`src/rtl/color_state_pkg.sv`:
```
// Shared encodings and helpers for the colour-to-cell-state packer family.
package color_state_pkg;

    localparam logic [1:0] UNK_DEAD  = 2'd0;
    localparam logic [1:0] UNK_ALIVE = 2'd1;
    localparam logic [1:0] UNK_ERR   = 2'd2;

    typedef enum logic {
        IDLE   = 1'b0,
        ACTIVE = 1'b1
    } state_t;

    // Bits needed to hold values 0..value-1 (0 for value <= 1).
    function automatic int clog2(input longint unsigned value);
        int r;
        r = 0;
        for (int i = 0; i < 63; i++) begin
            if ((64'd1 << i) < value) r = i + 1;
        end
        return r;
    endfunction

endpackage

```
`src/rtl/color_state_packer_if.sv`:
```
// Pixel-in / packed-word-out streams of the colour state packer.
// Both streams: a beat transfers on a rising clock edge where valid & ready;
// the source holds data and markers stable while valid & ~ready.
interface color_state_packer_if #(
    parameter int DWIDTH = 32,
    parameter int PACK   = 32
);
    logic [DWIDTH-1:0] s_pix_data;
    logic              s_pix_sof;
    logic              s_pix_valid;
    logic              s_pix_ready;
    logic [PACK-1:0]   m_word_data;
    logic              m_word_eol;
    logic              m_word_eof;
    logic              m_word_valid;
    logic              m_word_ready;

    modport slave (
        input  s_pix_data, s_pix_sof, s_pix_valid, m_word_ready,
        output s_pix_ready, m_word_data, m_word_eol, m_word_eof, m_word_valid
    );

    modport master (
        output s_pix_data, s_pix_sof, s_pix_valid, m_word_ready,
        input  s_pix_ready, m_word_data, m_word_eol, m_word_eof, m_word_valid
    );
endinterface

```
`src/rtl/color_classify.sv`:
```
// Masked colour compare of one pixel against the alive/dead reference colours.
module color_classify
    import color_state_pkg::*;
#(
    parameter int DWIDTH = 32
) (
    input  logic [DWIDTH-1:0] data,
    input  logic [DWIDTH-1:0] alive,
    input  logic [DWIDTH-1:0] dead,
    input  logic [DWIDTH-1:0] mask,
    input  logic [1:0]        mode,
    output logic              state,
    output logic              unknown_err
);
    logic match_a;
    logic match_d;
    logic unknown;

    assign match_a = ((data ^ alive) & mask) == '0;
    assign match_d = ((data ^ dead) & mask) == '0;
    assign unknown = ~match_a & ~match_d;

    // Alive wins when both references match under the mask.
    assign state       = match_a | (unknown & (mode == UNK_ALIVE));
    assign unknown_err = unknown & (mode >= UNK_ERR);
endmodule

```
`src/rtl/color_state_packer.sv`:
```
// Streams pixels into Game-of-Life cell states, packed PACK per word with
// row/frame markers, plus per-frame alive count and sticky error flags.
module color_state_packer
    import color_state_pkg::*;
#(
    parameter int DWIDTH = 32,
    parameter int WIDTH  = 32,
    parameter int HEIGHT = 32,
    parameter int PACK   = 32,
    localparam int CNTW  = clog2(WIDTH * HEIGHT + 1)
) (
    input  logic              clk,
    input  logic              rst_n,
    input  logic [DWIDTH-1:0] cfg_alive_color,
    input  logic [DWIDTH-1:0] cfg_dead_color,
    input  logic [DWIDTH-1:0] cfg_color_mask,
    input  logic [1:0]        cfg_unknown_mode,
    color_state_packer_if.slave bus,
    output logic [CNTW-1:0]   frame_alive_cnt,
    output logic              frame_done,
    output logic              err_unknown,
    output logic              err_sync,
    input  logic              clear_err,
    output state_t            state_dbg
);
    localparam int XW = (WIDTH > 1) ? clog2(WIDTH) : 1;
    localparam int YW = (HEIGHT > 1) ? clog2(HEIGHT) : 1;
    localparam int PW = (PACK > 1) ? clog2(PACK) : 1;

    state_t          state;
    state_t          state_next;
    logic [XW-1:0]   x;
    logic [YW-1:0]   y;
    logic [PW-1:0]   pack_cnt;
    logic [PACK-1:0] shift;
    logic [CNTW-1:0] acc;
    logic [PACK-1:0] word_data;
    logic            word_eol;
    logic            word_eof;
    logic            word_valid;

    logic            pix_state;
    logic            pix_unknown;
    logic            pix_ready;
    logic            accept;
    logic            restart;
    logic            drop;
    logic            take;
    logic [XW-1:0]   cur_x;
    logic [YW-1:0]   cur_y;
    logic [PW-1:0]   cur_pack;
    logic [PACK-1:0] cur_shift;
    logic [CNTW-1:0] cur_acc;
    logic            last_col;
    logic            last_row;
    logic            last_pix;
    logic            word_done;
    logic [PACK-1:0] packed_word;
    logic [CNTW-1:0] acc_next;

    color_classify #(.DWIDTH(DWIDTH)) u_classify (
        .data        (bus.s_pix_data),
        .alive       (cfg_alive_color),
        .dead        (cfg_dead_color),
        .mask        (cfg_color_mask),
        .mode        (cfg_unknown_mode),
        .state       (pix_state),
        .unknown_err (pix_unknown)
    );

    // IDLE always accepts; PACK >= 2 guarantees an sof pixel never completes a word.
    assign pix_ready = (state == IDLE) | ~word_valid | bus.m_word_ready;
    assign accept    = bus.s_pix_valid & pix_ready;
    assign drop      = accept & (state == IDLE) & ~bus.s_pix_sof;
    assign take      = accept & ~drop;
    assign restart   = accept & bus.s_pix_sof &
                       ((state == IDLE) | (x != '0) | (y != '0));

    // A restarting pixel sees a clean frame: position, pack and count at zero.
    assign cur_x     = restart ? '0 : x;
    assign cur_y     = restart ? '0 : y;
    assign cur_pack  = restart ? '0 : pack_cnt;
    assign cur_shift = restart ? '0 : shift;
    assign cur_acc   = restart ? '0 : acc;

    assign last_col    = cur_x == XW'(WIDTH - 1);
    assign last_row    = cur_y == YW'(HEIGHT - 1);
    assign last_pix    = last_col & last_row;
    assign word_done   = take & (cur_pack == PW'(PACK - 1));
    assign packed_word = cur_shift | (PACK'(pix_state) << cur_pack);
    assign acc_next    = cur_acc + CNTW'(pix_state);

    always_ff @(posedge clk or negedge rst_n) begin
        if (!rst_n) state <= IDLE;
        else        state <= state_next;
    end

    always_comb begin
        state_next = state;
        if (take) state_next = last_pix ? IDLE : ACTIVE;
    end

    always_ff @(posedge clk or negedge rst_n) begin
        if (!rst_n) begin
            x               <= '0;
            y               <= '0;
            pack_cnt        <= '0;
            shift           <= '0;
            acc             <= '0;
            word_data       <= '0;
            word_eol        <= 1'b0;
            word_eof        <= 1'b0;
            word_valid      <= 1'b0;
            frame_alive_cnt <= '0;
            frame_done      <= 1'b0;
        end else begin
            frame_done <= 1'b0;
            if (word_valid && bus.m_word_ready) word_valid <= 1'b0;
            if (take) begin
                x <= last_col ? '0 : cur_x + XW'(1);
                if (last_col) y <= last_row ? '0 : cur_y + YW'(1);
                else          y <= cur_y;
                if (word_done) begin
                    shift      <= '0;
                    pack_cnt   <= '0;
                    word_data  <= packed_word;
                    word_eol   <= last_col;
                    word_eof   <= last_pix;
                    word_valid <= 1'b1;
                end else begin
                    shift    <= packed_word;
                    pack_cnt <= cur_pack + PW'(1);
                end
                if (last_pix) begin
                    frame_alive_cnt <= acc_next;
                    acc             <= '0;
                    frame_done      <= 1'b1;
                end else begin
                    acc <= acc_next;
                end
            end
        end
    end

    always_ff @(posedge clk or negedge rst_n) begin
        if (!rst_n) begin
            err_unknown <= 1'b0;
            err_sync    <= 1'b0;
        end else if (clear_err) begin
            err_unknown <= 1'b0;
            err_sync    <= 1'b0;
        end else begin
            if (drop || (restart && state == ACTIVE)) err_sync <= 1'b1;
            if (take && pix_unknown)                  err_unknown <= 1'b1;
        end
    end

    assign bus.s_pix_ready  = pix_ready;
    assign bus.m_word_data  = word_data;
    assign bus.m_word_eol   = word_eol;
    assign bus.m_word_eof   = word_eof;
    assign bus.m_word_valid = word_valid;
    assign state_dbg        = state;
endmodule
```
`src/flat_wrapper.sv`:
```
// flat-port wrapper written by rule: the top's interface ports become plain ports
module color_state_packer_flat import color_state_pkg::*;
#(
    parameter int DWIDTH = 32,
    parameter int WIDTH  = 32,
    parameter int HEIGHT = 32,
    parameter int PACK   = 32,
    localparam int CNTW  = clog2(WIDTH * HEIGHT + 1)
)
  (clk, rst_n, cfg_alive_color, cfg_dead_color, cfg_color_mask, cfg_unknown_mode, frame_alive_cnt, frame_done, err_unknown, err_sync, clear_err, state_dbg, bus_s_pix_data, bus_s_pix_sof, bus_s_pix_valid, bus_m_word_ready, bus_s_pix_ready, bus_m_word_data, bus_m_word_eol, bus_m_word_eof, bus_m_word_valid);
  color_state_packer_if #(.DWIDTH(DWIDTH), .PACK(PACK)) bus_i ();
  input  logic clk;
  input  logic rst_n;
  input  logic [DWIDTH-1:0] cfg_alive_color;
  input  logic [DWIDTH-1:0] cfg_dead_color;
  input  logic [DWIDTH-1:0] cfg_color_mask;
  input  logic [1:0] cfg_unknown_mode;
  output logic [CNTW-1:0] frame_alive_cnt;
  output logic frame_done;
  output logic err_unknown;
  output logic err_sync;
  input  logic clear_err;
  output state_t state_dbg;
  input wire logic [$bits(bus_i.s_pix_data)-1:0] bus_s_pix_data;
  input wire logic [$bits(bus_i.s_pix_sof)-1:0] bus_s_pix_sof;
  input wire logic [$bits(bus_i.s_pix_valid)-1:0] bus_s_pix_valid;
  input wire logic [$bits(bus_i.m_word_ready)-1:0] bus_m_word_ready;
  output wire logic [$bits(bus_i.s_pix_ready)-1:0] bus_s_pix_ready;
  output wire logic [$bits(bus_i.m_word_data)-1:0] bus_m_word_data;
  output wire logic [$bits(bus_i.m_word_eol)-1:0] bus_m_word_eol;
  output wire logic [$bits(bus_i.m_word_eof)-1:0] bus_m_word_eof;
  output wire logic [$bits(bus_i.m_word_valid)-1:0] bus_m_word_valid;
  assign bus_i.s_pix_data = bus_s_pix_data;
  assign bus_i.s_pix_sof = bus_s_pix_sof;
  assign bus_i.s_pix_valid = bus_s_pix_valid;
  assign bus_i.m_word_ready = bus_m_word_ready;
  assign bus_s_pix_ready = bus_i.s_pix_ready;
  assign bus_m_word_data = bus_i.m_word_data;
  assign bus_m_word_eol = bus_i.m_word_eol;
  assign bus_m_word_eof = bus_i.m_word_eof;
  assign bus_m_word_valid = bus_i.m_word_valid;
  color_state_packer #(.DWIDTH(DWIDTH), .WIDTH(WIDTH), .HEIGHT(HEIGHT), .PACK(PACK)) u_core (.clk(clk), .rst_n(rst_n), .cfg_alive_color(cfg_alive_color), .cfg_dead_color(cfg_dead_color), .cfg_color_mask(cfg_color_mask), .cfg_unknown_mode(cfg_unknown_mode), .bus(bus_i), .frame_alive_cnt(frame_alive_cnt), .frame_done(frame_done), .err_unknown(err_unknown), .err_sync(err_sync), .clear_err(clear_err), .state_dbg(state_dbg));
endmodule
```
`config.mk`:
```
export PLATFORM = sky130hd
export DESIGN_NAME = color_state_packer_flat
export DESIGN_NICKNAME = d
export VERILOG_FILES = /design/src/rtl/color_state_pkg.sv /design/src/rtl/color_state_packer_if.sv /design/src/rtl/color_classify.sv /design/src/rtl/color_state_packer.sv /design/src/flat_wrapper.sv
export SDC_FILE = /design/constraint.sdc
export NUM_CORES = 1
export LEC_CHECK = 0
export ABC_AREA = 1
export CORE_UTILIZATION = 44
export DETAILED_ROUTE_END_ITERATION = 8
export HOLD_SLACK_MARGIN = 0.08
export PLACE_DENSITY = 0.78
export SETUP_SLACK_MARGIN = 0.2
export SLEW_MARGIN = 15
export SYNTH_ARGS = -nofsm -noshare
export SYNTH_HDL_FRONTEND = slang
export SYNTH_SLANG_ARGS = --single-unit
```
`constraint.sdc`:
```
create_clock -name clk -period 2.59 [get_ports clk]
set_input_delay 0.3885 -clock clk [delete_from_list [all_inputs] [get_ports clk]]
set_output_delay 0.3885 -clock clk [all_outputs]
set_load 0.05 [all_outputs]
```
Yosys cells after proc, flatten, opt, wreduce, memory -nomap -nowiden
Cells that the tools add are included.

word-level totals
  register bits = 108
  word-level logic and storage cells = 84
  input port bits = 136
  output and inout port bits = 51

operators by class
  bitwise logic cells = 27
  muxes and demuxes = 21
  add/sub/neg operators = 4
  reduce and logical (&&, ||, !) cells = 12
  $lt $le $gt $ge = 1
  shift-type cells = 1
  eq/ne operators = 4

operators with widths
  cell                                           number
  AND 32 bit                                     2
  zero test 32 bit                               2
  2-to-1 mux 32 bit                              2
  XOR 32 bit                                     2
  2-to-1 mux 5 bit                               7
  bitwise OR 32 bit                              1
  left shift 1 x 5 -> 32 bit                     1
  2-to-1 mux 11 bit                              2
  adder 5 x 1 -> 5 bit, second input constant    3
  == test 5 bit, second input constant           3
  adder 11 x 1 -> 11 bit                         1
  AND 1 bit                                      11
  2-to-1 mux 1 bit                               10
  nonzero test 5 bit                             2
  inverter 1 bit                                 6
  bitwise OR 1 bit                               5
  AND reduction 2 bit                            2
  nonzero test 2 bit                             2
  logical AND 1 bit                              3
  == test 2 x 1 -> 1 bit, second input constant  1
  >= comparator 2 bit, second input constant     1
  logical OR 1 bit                               1

Depth between registers and ports, before layout
Gate-level depths: netlist of the first run.

  depth after elaboration = 11
  mapped depth = 20
  gate-level depth less buffers = 19

Hierarchy
Synthesis of the first run repeated with hierarchy kept, for this count alone.

second synthesis, totals
  cell total of the unflattened synthesis = 1035
  area total of the unflattened synthesis = 6846.6 µm²

by module, submodules not included
  module              times used  area each (µm²)  seq. area each (µm²)  cells an instance
  color_state_packer  1           5341.4           2702.6                672
  color_classify      1           1505.2           0.0                   363

Worst setup path after synthesis of the first run
Ideal clock, no wire load.

  path kind = register -> register
  start = register u_core.state, in the netlist u_core.state_dbg
  end = register u_core.frame_alive_cnt[3]
  buffers on the path = 3
  required time = 2.462 ns
  arrival = 3.379 ns
  library setup time = 0.128 ns
  path slack = -0.917 ns
  period minus slack after synthesis = 3.507 ns
  stages on the path, launching flop included = 19
  cells stage by stage = dfrtp_1 -> nand3_1 -> nand2_1 -> nor2_2 -> nand2_4 -> buf_4 -> buf_2 -> nand2_1 -> inv_1 -> ha_1 -> nand2_1 -> nor2_1 -> ha_1 -> nand2_1 -> nor2_4 -> clkinv_1 -> clkbuf_1 -> nand2_1 -> o21ai_0

between the ends
  word-level cells in the longest chain between the ends = 10
  elaborated cells on any way between the ends = 20
  those cells by class = add/sub (1); eq/ne (2); mux (3); bitwise (13); reduce/logical (1)

RTL lines
  item                                  line                       source
  start, declared                       color_state_packer.sv:30   state_t state;
  start signal, assigned                color_state_packer.sv:95   else state <= state_next;
  inverter 1 bit                        color_state_packer.sv:72   assign pix_ready = (state == IDLE) | ~word_valid | bus.m_word_ready;
  bitwise OR 1 bit (2 in a row)         color_state_packer.sv:72
  named net bus_s_pix_ready             flat_wrapper.sv:28         output wire logic [$bits(bus_i.s_pix_ready)-1:0] bus_s_pix_ready;
  AND 1 bit                             color_state_packer.sv:73   assign accept = bus.s_pix_valid & pix_ready;
  AND 1 bit (2 in a row)                color_state_packer.sv:76   assign restart = accept & bus.s_pix_sof &
  2-to-1 mux 5 bit                      color_state_packer.sv:80   assign cur_x = restart ? '0 : x;
  == test 5 bit                         color_state_packer.sv:86   assign last_col = cur_x == XW'(WIDTH - 1);
  named net u_core.last_col             color_state_packer.sv:54   logic last_col;
  AND 1 bit                             color_state_packer.sv:88   assign last_pix = last_col & last_row;
  AND reduction 2 bit (no source line)  -
  end signal, assigned                  color_state_packer.sv:135  frame_alive_cnt <= acc_next;
  end, declared                         color_state_packer.sv:19   output logic [CNTW-1:0] frame_alive_cnt,

The timed path passes the listed nets, and every way through them passes these cells.
A chain may end at the register's enable or synchronous reset.

Worst setup path in the final report of the first run
  start = register u_core.y[3]
  end = register u_core.shift[31]

between the ends
  word-level cells in the longest chain between the ends = 7
  elaborated cells on any way between the ends = 10
  those cells by class = eq/ne (1); shift (1); mux (3); bitwise (4); reduce/logical (1)

RTL lines
  item                                                         line                                                source
  start, declared                                              color_state_packer.sv:33                            logic [YW-1:0] y;
  start signal, assigned                                       color_state_packer.sv:121                           if (last_col) y <= last_row ? '0 : cur_y + YW'(1);
  start signal, assigned                                       color_state_packer.sv:122                           else y <= cur_y;
  nonzero test 5 bit (*)                                       color_state_packer.sv:77                            ((state == IDLE) | (x != '0) | (y != '0));
  bitwise OR 1 bit (*)                                         color_state_packer.sv:77
  AND 1 bit (*)                                                color_state_packer.sv:76
  2-to-1 mux 5 bit                                             color_state_packer.sv:82                            assign cur_pack = restart ? '0 : pack_cnt;
  == test 5 bit or left shift 1 x 5 -> 32 bit (tied branches)  color_state_packer.sv:89, color_state_packer.sv:90
  AND 1 bit or bitwise OR 32 bit (tied branches)               color_state_packer.sv:89, color_state_packer.sv:90
  2-to-1 mux 32 bit (*)                                        color_state_packer.sv:123                           if (word_done) begin
  end signal, assigned                                         color_state_packer.sv:131                           shift <= packed_word;
  end, declared                                                color_state_packer.sv:35                            logic [PACK-1:0] shift;

Every way passes the cells marked *; elsewhere a longest branch is shown, timed or not.

==> run_results.csv, run 1 <==
group,metric,value,unit
outcome,result_of_the_run,"finished clean",
routing,finalWirelength,20700,um
synth,ys_seq_area_share,41.9,%
synth,post_synth_edffs,0,
synth,syn_avg_cell_area,6.71,um2
routing,drtAntennaViolNets,0,
power,combPwrFrac,30.4,%
worst_setup_path,critPathCaptureType,"register",
sta,whs,0.0692,ns
sta,timing.max_slew.rel_slack,51.1,%
sta,finClkSkew,0.0113,ns
clocking,cts_root_buffer,"sky130_fd_sc_hd__clkbuf_16",
sta,report.final.slew_viol_count,0,
synth,ys_ff_latch,108,
clocking,total_cts_buffers,9,
routing,detail_route.vias_per_cell,5.11,
routing,vias,7169,
power,report.power.total,4.86,mW
worst_setup_path,critPathMaxStageDelay,0.42,ns
synth,postSynth.asyncResetShare,100,%
synth,biggest_area_contributors_in_the_synthesized_netlist,"sky130_fd_sc_hd__dfrtp_1 (42%), sky130_fd_sc_hd__nand2_1 (26%), sky130_fd_sc_hd__nand3_1 (6.7%)",
worst_setup_path,critical_path_required,2.85,ns
worst_setup_path,timing.setup.critical_path_class,"reg -> reg",
power,seq_power_share,39.9,%
layout,fin_util,72.1,%
power,power.share.switching,34.8,%
synth,number_of_distinct_library_cells_after_synthesis,34,
place,routabilityCongestion,0.943,
clocking,clock_tree.buffer_depth,2,
sta,finalCritPeriodShare,99.9,%
synth,synth_largest_area_cell,"sky130_fd_sc_hd__dfrtp_1",
routing,routed_wire_length_per_instance,14.8,um
synth,post-synth-top-count-cell,"sky130_fd_sc_hd__nand2_1",
sta,tightestPinTransition,0.733,ns
layout,drive_gt1_share,19.3,%
layout,layout.cell_area.non_filler,10200,um2
layout,insertedDiodeCount,0,
floorplan,dieWidth,123,um
floorplan,die_y,123,um
synth,ys_dominant_reg_cell,"sky130_fd_sc_hd__dfrtp_1",
worst_setup_path,worstPathArrival,2.85,ns
grt,grt_pass1_vias,6761,
synth,synth_largest_type_area_fraction,41.9,%
power,irDropWorstVdd,399,uV
place,dpl_cell_area,8880,um2
clocking,cts.clk_slew.worst_paths,0.08,ns
sta,unrepaired_setup_endpoints_after_global_routing,"true",
worst_setup_path,worst_path_most_repeated_cell,"sky130_fd_sc_hd__buf_6",
grt,pin_count_of_the_biggest_net_entering_global_routing,109,
clocking,clock_tree_from_tritoncts,"yes",
routing,first_pass_iters,8,
power,pwr-share-clk,29.7,%
power,p_per_area,478,nW/um2
clocking,ctsHtreeMaxLevel,3,
power,net-switching-power,1.69,mW
synth,synth.top_cells.by_count,"sky130_fd_sc_hd__nand2_1 (440), sky130_fd_sc_hd__dfrtp_1 (108), sky130_fd_sc_hd__inv_1 (87), sky130_fd_sc_hd__nand3_1 (87), sky130_fd_sc_hd__nor2_1 (61)",
routing,detailedRoute.firstIterationViolations,523,
worst_setup_path,startpoint_type,"register",
grt,grt_antenna_before_repair,0,
place,place.port_buffers,186,
synth,netlist_area,6450,um2
grt,global_route.usage.total,27.0,%
grt,globalRoute.totalOverflow,0,
place,dp.cells,1353,
sta,period_minus_ws_final,2.59,ns
place,place.detailed.hpwl,14000,um
floorplan,initial_core_util,45.8,%
layout,finish.cell_count_without_fillers,1404,
power,internal-power,3.17,mW
sta,tns,0,ns
synth,synth_fp_nets,1106,
sta,finalSetupViolations,0,
worst_setup_path,worstPathCellList,"nor4_2, nand3_1, nand2_4, buf_6, nand2_4, inv_4, ha_4, inv_2, nor3_2, ha_2, buf_6, nor2_4, buf_6, clkbuf_16, nand2_1, nand2_1",
hold_path,hold_class,"in -> async",
grt,grt_first_pass_wirelength,31800,um
worst_setup_path,worst_path_dominant_cell_family,"simple AND/OR/NAND/NOR gates",
floorplan,pin_count,187,
synth,yosys_warnings,0,
worst_setup_path,path_buf_inv,6,
synth,synthCells,962,
worst_setup_path,crit_path_max_fanout,5,
clocking,clock_insertion_delay_worst_skew,0.37,ns
sta,final-hold-violation-count,0,
power,static-leakage-power,5.37,nW
routing,drc,0,
layout,nets_finish,1363,
floorplan,rows,43,
place,place_worst_setup_slack,-0.401,ns
layout,fillers,1073,
floorplan,floorplan.core_area,14100,um2
sta,worst_slack,0.00162,ns
layout,layout.area.seq,2710,um2
clocking,tritoncts_num_sinks,108,
worst_setup_path,setup.reg_to_reg.worst_slack,0.002,ns
layout,multi_input_combinational_cell_area,3770,um2
sta,fmaxAchievable,386,MHz
floorplan,floorplan.die_area,15200,um2
layout,layout_area_growth_over_synthesis,57.6,%
job,drv.max_cap_violation_count,0,
worst_setup_path,crit_path_top_delay_cell,"sky130_fd_sc_hd__dfrtp_1",
repair_timing:
item / in CTS / in global routing
cloned: 2 / 5
resized for setup: 46 / 141
endpoints found under the hold margin: 0 / 0
setup buffers: 16 / 12
endpoints found under the setup margin: 99 / 104
pin swaps: 21 / 61
hold buffers: 0 / 0
kinds of logic after synthesis:
family,count (synthesis),share of synthesized area (%)
adders and majority gates,8,1.55
buffers and inverters,122,7.41
DFF,108,41.9
xor gates and xnor gates,7,0.950
AOI/OAI and AO/OA,75,6.21
and+or+nand+nor,642,42.0
path summary, 6_finish.rpt:
check | startpoint | depth (start not counted) | end
setup / recovery | u_core.y[3] | 16 | u_core.shift[31]
hold / removal | rst_n | 2 | u_core.frame_alive_cnt[1]
setup reg to reg | u_core.y[3] | 16 | u_core.shift[31]
hold reg to reg | u_core.bus.m_word_data[30] | 2 | u_core.bus.m_word_data[30]
max in group asynchronous | rst_n | 2 | u_core.bus.m_word_valid
min in group clk | u_core.bus.m_word_data[30] | 2 | u_core.bus.m_word_data[30]
power by group through the flow:
stage,sequential [mW],clock [mW],combinational [mW]
floorplan,1.95,0,0.674
global placement,1.95,0,1.21
detailed placement,1.96,0,1.23
CTS,1.93,1.46,1.30
global route,1.95,1.53,1.62
finish,1.94,1.44,1.47
routing by layer:
metal	global-route usage [%]	vias up	share of wire [%]
met5	0	-	0
met4	9.86	0	3.0
met3	5.77	50	6.7
met2	46.6	291	50
met1	33.0	3276	40
li1	-	3552	-
worst reg2reg max path, stage by stage (launching register included):
cell                        delay (ns)
sky130_fd_sc_hd__dfrtp_1          0.42
sky130_fd_sc_hd__nor4_2           0.33
sky130_fd_sc_hd__nand3_1          0.18
sky130_fd_sc_hd__nand2_4          0.17
sky130_fd_sc_hd__buf_6            0.13
sky130_fd_sc_hd__nand2_4          0.05
sky130_fd_sc_hd__inv_4            0.06
sky130_fd_sc_hd__ha_4             0.13
sky130_fd_sc_hd__inv_2            0.04
sky130_fd_sc_hd__nor3_2           0.17
sky130_fd_sc_hd__ha_2             0.22
sky130_fd_sc_hd__buf_6            0.10
sky130_fd_sc_hd__nor2_4           0.04
sky130_fd_sc_hd__buf_6            0.17
sky130_fd_sc_hd__clkbuf_16        0.15
sky130_fd_sc_hd__nand2_1          0.06
sky130_fd_sc_hd__nand2_1          0.05
cell type report:
cell class              instances  share of cell area [%]
multi-input cells             732                    37.1
repair buffers                268                    26.9
flip-flops and latches        108                    26.6
inverters                      97                    3.85
clock buffers                   9                    2.21
well taps                     180                    2.21
clock inverters                 7                   0.874
repair inverters                3                   0.234
state kept, by name, indices dropped and copies added, names as in the netlist, 5 cells and up:
| register | flops |
|---|---|
| u_core.x | 5 |
| u_core.pack_cnt | 5 |
| u_core.shift | 32 |
| u_core.bus.m_word_data | 32 |
| u_core.frame_alive_cnt | 11 |
| u_core.y | 5 |
| u_core.acc | 11 |
cell usage in the layout, fill, tap and decap left out, types with 13 or more instances in the layout:
| master | instances |
|---|---|
| sky130_fd_sc_hd__buf_4 | 61 |
| sky130_fd_sc_hd__nand2_4 | 17 |
| sky130_fd_sc_hd__inv_1 | 81 |
| sky130_fd_sc_hd__o21ai_0 | 20 |
| sky130_fd_sc_hd__o22ai_1 | 13 |
| sky130_fd_sc_hd__clkdlybuf4s50_1 | 155 |
| sky130_fd_sc_hd__nor2_2 | 13 |
| sky130_fd_sc_hd__nand2_2 | 29 |
| sky130_fd_sc_hd__nor2_1 | 47 |
| sky130_fd_sc_hd__dfrtp_1 | 106 |
| sky130_fd_sc_hd__o21ai_1 | 27 |
| sky130_fd_sc_hd__dlymetal6s2s_1 | 26 |
| sky130_fd_sc_hd__nand2_1 | 398 |
| sky130_fd_sc_hd__nand3_1 | 78 |
| sky130_fd_sc_hd__or2_1 | 14 |
| sky130_fd_sc_hd__nor2_4 | 15 |
No activity file was read; power rests on OpenSTA's default activity.
==> run 2, diff against run 1 <==
--- a/config.mk
+++ b/config.mk
@@ -6,12 +6,13 @@
 export NUM_CORES = 1
 export LEC_CHECK = 0
 export ABC_AREA = 1
-export CORE_UTILIZATION = 44
+export CORE_UTILIZATION = 55
 export DETAILED_ROUTE_END_ITERATION = 8
+export DONT_BUFFER_PORTS = 1
 export HOLD_SLACK_MARGIN = 0.08
-export PLACE_DENSITY = 0.78
+export PLACE_DENSITY = 0.73
 export SETUP_SLACK_MARGIN = 0.2
-export SLEW_MARGIN = 15
+export SLEW_MARGIN = 20
 export SYNTH_ARGS = -nofsm -noshare
 export SYNTH_HDL_FRONTEND = slang
 export SYNTH_SLANG_ARGS = --single-unit
==> run_results.csv, run 2 (synthesis gave the netlist of run 1 again) <==
group,metric,value,unit
worst_setup_path,crit_path_max_fanout,5,
clocking,cts_root_buffer,"sky130_fd_sc_hd__clkbuf_16",
sta,unrepaired_setup_endpoints_after_global_routing,"true",
layout,drive_gt1_share,23.8,%
clocking,clock_insertion_delay_worst_skew,0.36,ns
routing,detailedRoute.firstIterationViolations,558,
place,dpl_cell_area,6830,um2
sta,finalSetupViolations,4,
worst_setup_path,path_buf_inv,8,
clocking,total_cts_buffers,9,
sta,fmaxAchievable,378,MHz
floorplan,die_y,110,um
power,p_per_area,552,nW/um2
routing,finalWirelength,20300,um
routing,first_pass_iters,5,
sta,tightestPinTransition,0.599,ns
clocking,clock_tree_from_tritoncts,"yes",
sta,final-hold-violation-count,108,
sta,finClkSkew,0.0111,ns
layout,nets_finish,1167,
layout,fillers,835,
sta,finalCritPeriodShare,102,%
job,drv.max_cap_violation_count,0,
clocking,tritoncts_num_sinks,108,
floorplan,rows,39,
grt,globalRouteMet3Util,7.52,%
floorplan,floorplan.core_area,11400,um2
grt,grt_first_pass_wirelength,29100,um
sta,report.final.slew_viol_count,0,
layout,mostFrequentLayoutCell,"sky130_fd_sc_hd__nand2_1",
worst_setup_path,worst_path_most_repeated_cell,"sky130_fd_sc_hd__nand2_4",
clocking,ctsHtreeMaxLevel,3,
floorplan,dieWidth,110,um
worst_setup_path,crit_path_top_delay_cell,"sky130_fd_sc_hd__dfrtp_2",
hold_path,hold_class,"in -> async",
worst_setup_path,worstPathArrival,2.88,ns
grt,global_route.usage.total,31.5,%
worst_setup_path,critPathMaxStageDelay,0.42,ns
worst_setup_path,critical_path_required,2.82,ns
worst_setup_path,timing.setup.critical_path_class,"reg -> reg",
place,place.detailed.hpwl,12200,um
worst_setup_path,worstPathCellList,"inv_4, nor4_4, nand3_2, nand2_4, buf_6, nand2_4, inv_4, ha_4, inv_2, nor3_4, ha_4, inv_2, nor2_4, buf_12, buf_16, inv_16, nand2_4, o21ai_1",
routing,drtAntennaViolNets,0,
worst_setup_path,worst_path_dominant_cell_family,"simple AND/OR/NAND/NOR gates",
worst_setup_path,critPathCaptureType,"register",
sta,whs,-0.284,ns
floorplan,pin_count,187,
outcome,result_of_the_run,"finished with violations",
layout,layout.cell_area.non_filler,8290,um2
routing,detail_route.vias_per_cell,5.64,
floorplan,floorplan.die_area,12200,um2
sta,timing.max_slew.rel_slack,60.1,%
routing,vias,6606,
sta,period_minus_ws_final,2.64,ns
grt,globalRoute.totalOverflow,0,
power,irDropWorstVdd,564,uV
layout,layout_area_growth_over_synthesis,28.4,%
clocking,cts.clk_slew.worst_paths,0.08,ns
sta,worst_slack,-0.0540,ns
worst_setup_path,startpoint_type,"register",
layout,multi_input_combinational_cell_area,3890,um2
layout,insertedDiodeCount,0,
grt,global_route.usage.met1,38.2,%
routing,drc,0,
layout,layout.cells.most_common_list,"sky130_fd_sc_hd__nand2_1 (371), sky130_fd_sc_hd__dfrtp_1 (106), sky130_fd_sc_hd__inv_1 (82)",
layout,layout.area.seq,2710,um2
place,place.port_buffers,0,
grt,grt_antenna_before_repair,0,
place,place_worst_setup_slack,-0.111,ns
routing,routed_wire_length_per_instance,17.3,um
clocking,clock_tree.buffer_depth,2,
grt,globalRoute.busiestLayer,"met2",
grt,grt_pass1_vias,6004,
outcome,violations,"hold timing, setup timing",
power,static-leakage-power,4.30,nW
grt,globalRouteMet2Util,52.7,%
place,routabilityCongestion,0.899,
grt,pin_count_of_the_biggest_net_entering_global_routing,109,
floorplan,initial_core_util,56.5,%
[run 2: cell count changes in the layout (fill, tap and decap cells not counted), moves of 9 or more]
| cell | delta |
|---|---|
| sky130_fd_sc_hd__clkdlybuf4s50_1 | -155 |
| sky130_fd_sc_hd__dlymetal6s2s_1 | -26 |
| sky130_fd_sc_hd__nand2_4 | +9 |
| sky130_fd_sc_hd__buf_4 | -14 |
| sky130_fd_sc_hd__nand2_2 | +18 |
| sky130_fd_sc_hd__nand2_1 | -27 |
[run 2: through the flow]
step	total power, mW	cells	util (%)	TNS (ns)
floorplan	2.63	962	-	-0.368
global placement	2.88	1112	59.8	-0.297
detailed placement	2.89	1112	59.8	-1.41
global route	4.76	1171	72.6	-4.24
CTS	4.37	1157	67.3	0
finish	4.57	1171	72.6	-0.0828
[run 2: area by class of cell]
class                      instances  area share [%]
clock buffer                       9            2.72
multi-input combinational        733            47.0
tap                              143            2.16
timing repair buffer              64            7.94
clock inverter                     7           0.966
inverter                          97            4.92
sequential                       108            32.6
timing repair inverter            10            1.65
[run 2: layer usage]
layer | wire length [um] | up-vias
met5 | 0 | -
met2 | 9800 | 398
met1 | 7500 | 2975
li1 | - | 3138
met3 | 1890 | 95
met4 | 1120 | 0
[run 2: power by group]
group / internal (mW) / switching (mW) / total (mW)
clock network: 0.765 / 0.680 / 1.45
registers: 1.82 / 0.128 / 1.95
logic: 0.449 / 0.729 / 1.18
[run 2: worst paths after layout]
| kind | from | endpoint | slack, ns | cells past startpoint |
|---|---|---|---|---|
| setup / recovery | u_core.state_dbg | u_core.bus.m_word_eof | -0.05 | 18 |
| hold reg to reg | u_core.shift[16] | u_core.shift[16] | 0.48 | 2 |
| min in group clk | clear_err | u_core.err_unknown | 0.09 | 1 |
| setup reg to reg | u_core.state_dbg | u_core.bus.m_word_eof | -0.05 | 18 |
| hold / removal | rst_n | u_core.frame_alive_cnt[0] | -0.28 | 0 |
| max in group asynchronous | rst_n | u_core.bus.m_word_data[25] | 2.68 | 0 |
[run 2: timing repair]
action,4_1_cts,5_1_grt
hold endpoints to repair,108,108
setup endpoints to repair,100,87
pin swaps,31,41
buffers inserted,18,11
gates resized for setup,83,130
gates cloned,11,3
[run 2: worst register-to-register path: stages, from the launching register on]
cell and delay (ns):
sky130_fd_sc_hd__dfrtp_2 0.42, sky130_fd_sc_hd__inv_4 0.06, sky130_fd_sc_hd__nor4_4 0.31, sky130_fd_sc_hd__nand3_2 0.14, sky130_fd_sc_hd__nand2_4 0.14, sky130_fd_sc_hd__buf_6 0.12, sky130_fd_sc_hd__nand2_4 0.05, sky130_fd_sc_hd__inv_4 0.06
sky130_fd_sc_hd__ha_4 0.13, sky130_fd_sc_hd__inv_2 0.05, sky130_fd_sc_hd__nor3_4 0.14, sky130_fd_sc_hd__ha_4 0.18, sky130_fd_sc_hd__inv_2 0.05, sky130_fd_sc_hd__nor2_4 0.12, sky130_fd_sc_hd__buf_12 0.14, sky130_fd_sc_hd__buf_16 0.18
sky130_fd_sc_hd__inv_16 0.06, sky130_fd_sc_hd__nand2_4 0.05, sky130_fd_sc_hd__o21ai_1 0.10
==> variant 1 (config.mk and constraints of run 2) <==
`HEIGHT` is set to 32 in 2 places; all go to 64.
--- a/src/rtl/color_state_packer.sv
+++ b/src/rtl/color_state_packer.sv
@@ -5,7 +5,7 @@
 #(
     parameter int DWIDTH = 32,
     parameter int WIDTH  = 32,
-    parameter int HEIGHT = 32,
+    parameter int HEIGHT = 64,
     parameter int PACK   = 32,
     localparam int CNTW  = clog2(WIDTH * HEIGHT + 1)
 ) (
--- a/src/flat_wrapper.sv
+++ b/src/flat_wrapper.sv
@@ -3,7 +3,7 @@
 #(
     parameter int DWIDTH = 32,
     parameter int WIDTH  = 32,
-    parameter int HEIGHT = 32,
+    parameter int HEIGHT = 64,
     parameter int PACK   = 32,
     localparam int CNTW  = clog2(WIDTH * HEIGHT + 1)
 )
Ports: changed (resized frame_alive_cnt); port bits go from 187 to 188. The function was not compared with the original's and may differ.
==> variant 1 against run 2 <==
The flow finishes with violations (DRC, hold timing). Design area shrank 4.5%. Synthesized area grew 3.5%. Clock skew is essentially flat. Worst setup slack gained 0.11 ns. Total power shrank 1.3%. Routed wire length shrank 12%. Sequential cell count grew 3. Global-route usage shrank 2.6 points. Largest power group unchanged. Highest routed layer unchanged.
==> variant 1: results (changes against run 2) <==
Run status
  • Outcome: finished, violations left (unchanged)
  • Violated checks: DRC, hold timing (was hold timing, setup timing)

Final layout
  • Multi-In Gates: 745 (was 733)
  • Nonclk inv count: 102 (was 107)
  • Sequential cells: 111 (was 108)
  • Fin util: 0.681 (was 0.726)
  • Clock network area share: 0.0383 (was 0.0368)
  • Fraction of area in multi-input gates: 0.465 (was 0.470)
  • Reg area: 2780 µm² (was 2710 µm²)

GRT
  • All-Layer GR Usage: 0.289 (was 0.315)
  • Met1 GRT Util: 0.372 (was 0.382)
  • Largest net degree at the start of global routing: 112 (was 109)
  • GRT met3 Usage: 0.0729 (was 0.0752)
  • Vias in the first global route: 6,193 (was 6,004)

Logic synthesis
  • Complex-gate fraction of the synthesized area: 0.0646 (was 0.0621)
  • Post-Synthesis Cells: 982 (was 962)
  • Sequential-to-total area share from yosys stat: 0.416 (was 0.419)

Timing
  • Hold Vio Cnt, Final: 111 (was 108)
  • Final hold slack: -0.276 ns (was -0.284 ns)
  • Slew Limit Headroom: 0.650 (was 0.601)

Route
  • Drt drc: 4 (was 0)
  • Metal-1 WL: 7560 µm (was 7500 µm)
  • DR iter-0 viols: 454 (was 558)
  • Routed wl met3: 1270 µm (was 1890 µm)
  • Initial DRT Pass Iterations: 9 (was 5)

Power and ir drop
  • Int Power: 3.06 mW (was 3.04 mW)
  • Max VDD drop: 395 µV (was 564 µV)
  • Leakage: 4.25 nW (was 4.30 nW)
  • P per Cell Area: 571 nW/µm² (was 552 nW/µm²)

Worst setup path
  • Worst r2r src: u_core.y[4] (was u_core.state_dbg)

Placement
  • Estimated wirelength of the detail-placed design: 12,400 µm (was 12,200 µm)
-- variant 1: what timing repair did --
action,in CTS,in global routing
setup endpoints to repair,62,104
cloned,4,4
pin swaps,9,22
hold endpoints to repair,111,111
resized for setup,29,66
buffers inserted,13,14
-- variant 1: cells by family (layout without fill, tap and decap cells) --
family | count (synthesis) | after routing
flops | 111 | 111
fa+ha+maj | 7 | 7
simple gates | 654 | 654
compound gates | 74 | 74
buf+inv | 126 | 173
xor+xnor | 10 | 10
-- variant 1: final timing paths --
path / end / slack [ns]
setup / recovery: u_core.bus.m_word_data[16] / 0.05
hold / removal: u_core.y[0] / -0.28
setup reg to reg: u_core.bus.m_word_data[16] / 0.05
hold reg to reg: u_core.shift[18] / 0.49
max in group asynchronous: u_core.pack_cnt[1] / 2.71
min in group clk: u_core.err_sync / 0.09
-- variant 1: critical path, delay by kind of cell (launching register included) --
family,cells,cell delay [ns]
buffers and inverters,6,0.66
flip-flops,1,0.40
AND/OR/NAND/NOR,8,1.17
adder cells (fa/ha/maj),1,0.23
==> variant 2 (config.mk and constraints of run 2) <==
Without the edit above. Add an input register stage for `cfg_alive_color`, with the module's reset; this delays it by one clock. The other inputs are not delayed to match.
--- a/src/rtl/color_state_packer.sv
+++ b/src/rtl/color_state_packer.sv
@@ -26,6 +26,16 @@
     localparam int XW = (WIDTH > 1) ? clog2(WIDTH) : 1;
     localparam int YW = (HEIGHT > 1) ? clog2(HEIGHT) : 1;
     localparam int PW = (PACK > 1) ? clog2(PACK) : 1;
+
+    logic [DWIDTH-1:0] cfg_alive_color_q;
+
+    always_ff @(posedge clk or negedge rst_n) begin
+        if (!rst_n) begin
+            cfg_alive_color_q <= '0;
+        end else begin
+            cfg_alive_color_q <= cfg_alive_color;
+        end
+    end
 
     state_t          state;
     state_t          state_next;
@@ -60,7 +70,7 @@
 
     color_classify #(.DWIDTH(DWIDTH)) u_classify (
         .data        (bus.s_pix_data),
-        .alive       (cfg_alive_color),
+        .alive       (cfg_alive_color_q),
         .dead        (cfg_dead_color),
         .mask        (cfg_color_mask),
         .mode        (cfg_unknown_mode),
Behaviour: not the same (Yosys sat finds a counterexample within 4 cycles, from zero or initial values and one cycle with rst_n low).
==> variant 2 against run 2 <==
Synthesized area increased by 13%. Worst setup slack improved by 0.099 ns. Design area increased by 8.8%. Routed wire length fell by 1.6%. Critical endpoint is now u_core.frame_alive_cnt[0]. Worst hold slack got worse by 0.054 ns. Sequential cell count increased by 32. Total power is 34% higher. Largest power group is now clock. Critical path type unchanged. The flow finishes with violations (hold timing). Clock power increased by 74%.
==> variant 2: results (changes against run 2) <==
Power and ir drop
  • Max VDD drop: 361 µV (was 564 µV)
  • Int Power: 4.44 mW (was 3.04 mW)
  • Leakage: 4.79 nW (was 4.30 nW)

Timing
  • Tightest Pin Transition: 0.623 ns (was 0.599 ns)
  • Hold Vio Cnt, Final: 140 (was 108)
  • Final hold slack: -0.338 ns (was -0.284 ns)

Logic synthesis
  • Sequential-to-total area share from yosys stat: 0.482 (was 0.419)
  • Top cells by area, synth: dfrtp_1, nand2_1, nand3_1 (unchanged)

GRT
  • Global-route wire length before repair: 29,700 µm (was 29,100 µm)
  • Vias in the first global route: 6,302 (was 6,004)
  • Largest net degree at the start of global routing: 141 (was 109)

Run status
  • Violated checks: hold timing (was hold timing, setup timing)
  • Outcome: finished, violations left (unchanged)

Clock tree
  • Clock H-tree levels: 4 (was 3)
  • CTS Buf Count: 17 (was 9)
  • Worst-skew pair later-pin latency: 0.42 ns (was 0.36 ns)
  • CTS clk-pin slew, worst paths: 0.06 ns (was 0.08 ns)

Final layout
  • Fillers: 991 (was 835)
  • Share of layout cells above drive strength 1: 0.137 (was 0.238)
  • Final nets: 1,223 (was 1,167)

Placement
  • Placer Congestion: 0.859 (was 0.899)
  • Area after DPL: 7610 µm² (was 6830 µm²)

Worst setup path
  • CP Max Fanout: 8 (was 5)
  • Crit path max-delay cell type: dfrtp_1 (was dfrtp_2)

Route
  • Via count: 6,680 (was 6,606)
  • Drt total wl: 20,000 µm (was 20,300 µm)
==> variant 2: critical path, delay by kind of cell, from the launching register on <==
kind / cells / cell delay, ns
flip-flops: 1 / 0.42
AND/OR/NAND/NOR: 9 / 1.24
AO/OA/AOI/OAI: 1 / 0.06
adder cells (fa/ha/maj): 2 / 0.35
buffers and inverters: 3 / 0.36
==> variant 2: repair_timing <==
item                                    CTS  global route
gates resized for setup                  24            54
setup buffers                            10             8
hold endpoints to repair                174           140
cloned                                    3             3
pin swaps                                11            13
endpoints found under the setup margin   82            99
==> variant 2: logic make-up after synthesis <==
kind of cell	Yosys count	share of synthesized area
AND/OR/NAND/NOR	675	0.387
buffers and inverters	122	0.0666
adder cells (fa/ha/maj)	8	0.0138
AO/OA/AOI/OAI	61	0.0459
XOR/XNOR	4	0.00482
flip-flops	140	0.482
==> variant 2: worst paths after layout <==
check	end	start	cells after the start	slack, ns
min in group clk	u_core.err_unknown	cfg_unknown_mode[1]	2	0.13
max reg2reg	u_core.frame_alive_cnt[0]	u_core.x[1]	15	0.05
max	u_core.frame_alive_cnt[0]	u_core.x[1]	15	0.05
max in group asynchronous	u_core.state_dbg	rst_n	0	2.66
min reg2reg	u_core.shift[24]	u_core.shift[24]	2	0.48
min	u_core.frame_alive_cnt[7]	rst_n	0	-0.34
==> variant 2: per-stage QoR <==
stage	setup WS, ns	hold WS [ns]	instances
after floorplan	-0.0236	0.0929	1010
after global placement	0.0884	0.0969	1175
after detailed placement	0.0314	0.0958	1175
after CTS	0.180	-0.352	1252
after global routing	-0.0732	-0.350	1263
final	0.0454	-0.338	1263
==> variant 2: power groups by stage <==
stage	Clock, mW	Sequential, mW	Combinational, mW
3_3_place_gp	0	2.52	0.890
3_5_place_dp	0	2.52	0.904
2_1_floorplan	0	2.51	0.698
4_1_cts	2.55	2.49	1.01
6_report	2.53	2.50	1.11
5_1_grt	2.64	2.52	1.25
==> variant 2: cell type report <==
type | count | area, µm² | area share
timing repair inverter | 4 | 36.3 | 0.00402
sequential | 140 | 3510 | 0.389
timing repair buffer | 73 | 732 | 0.0812
inverter | 95 | 384 | 0.0426
clock inverter | 8 | 140 | 0.0155
clock buffer | 23 | 468 | 0.0519
multi-input combinational | 748 | 3540 | 0.392
tap | 172 | 215 | 0.0239
==> variant 2: per-layer routing <==
metal / vias to the layer above / part of all wire / GRT usage / wire [µm]
met5: - / 0 / 0 / 0
met1: 3080 / 0.41 / 0.340 / 8140
li1: 3286 / - / - / -
met2: 261 / 0.48 / 0.493 / 9650
met3: 53 / 0.075 / 0.0757 / 1510
met4: 0 / 0.034 / 0.147 / 679
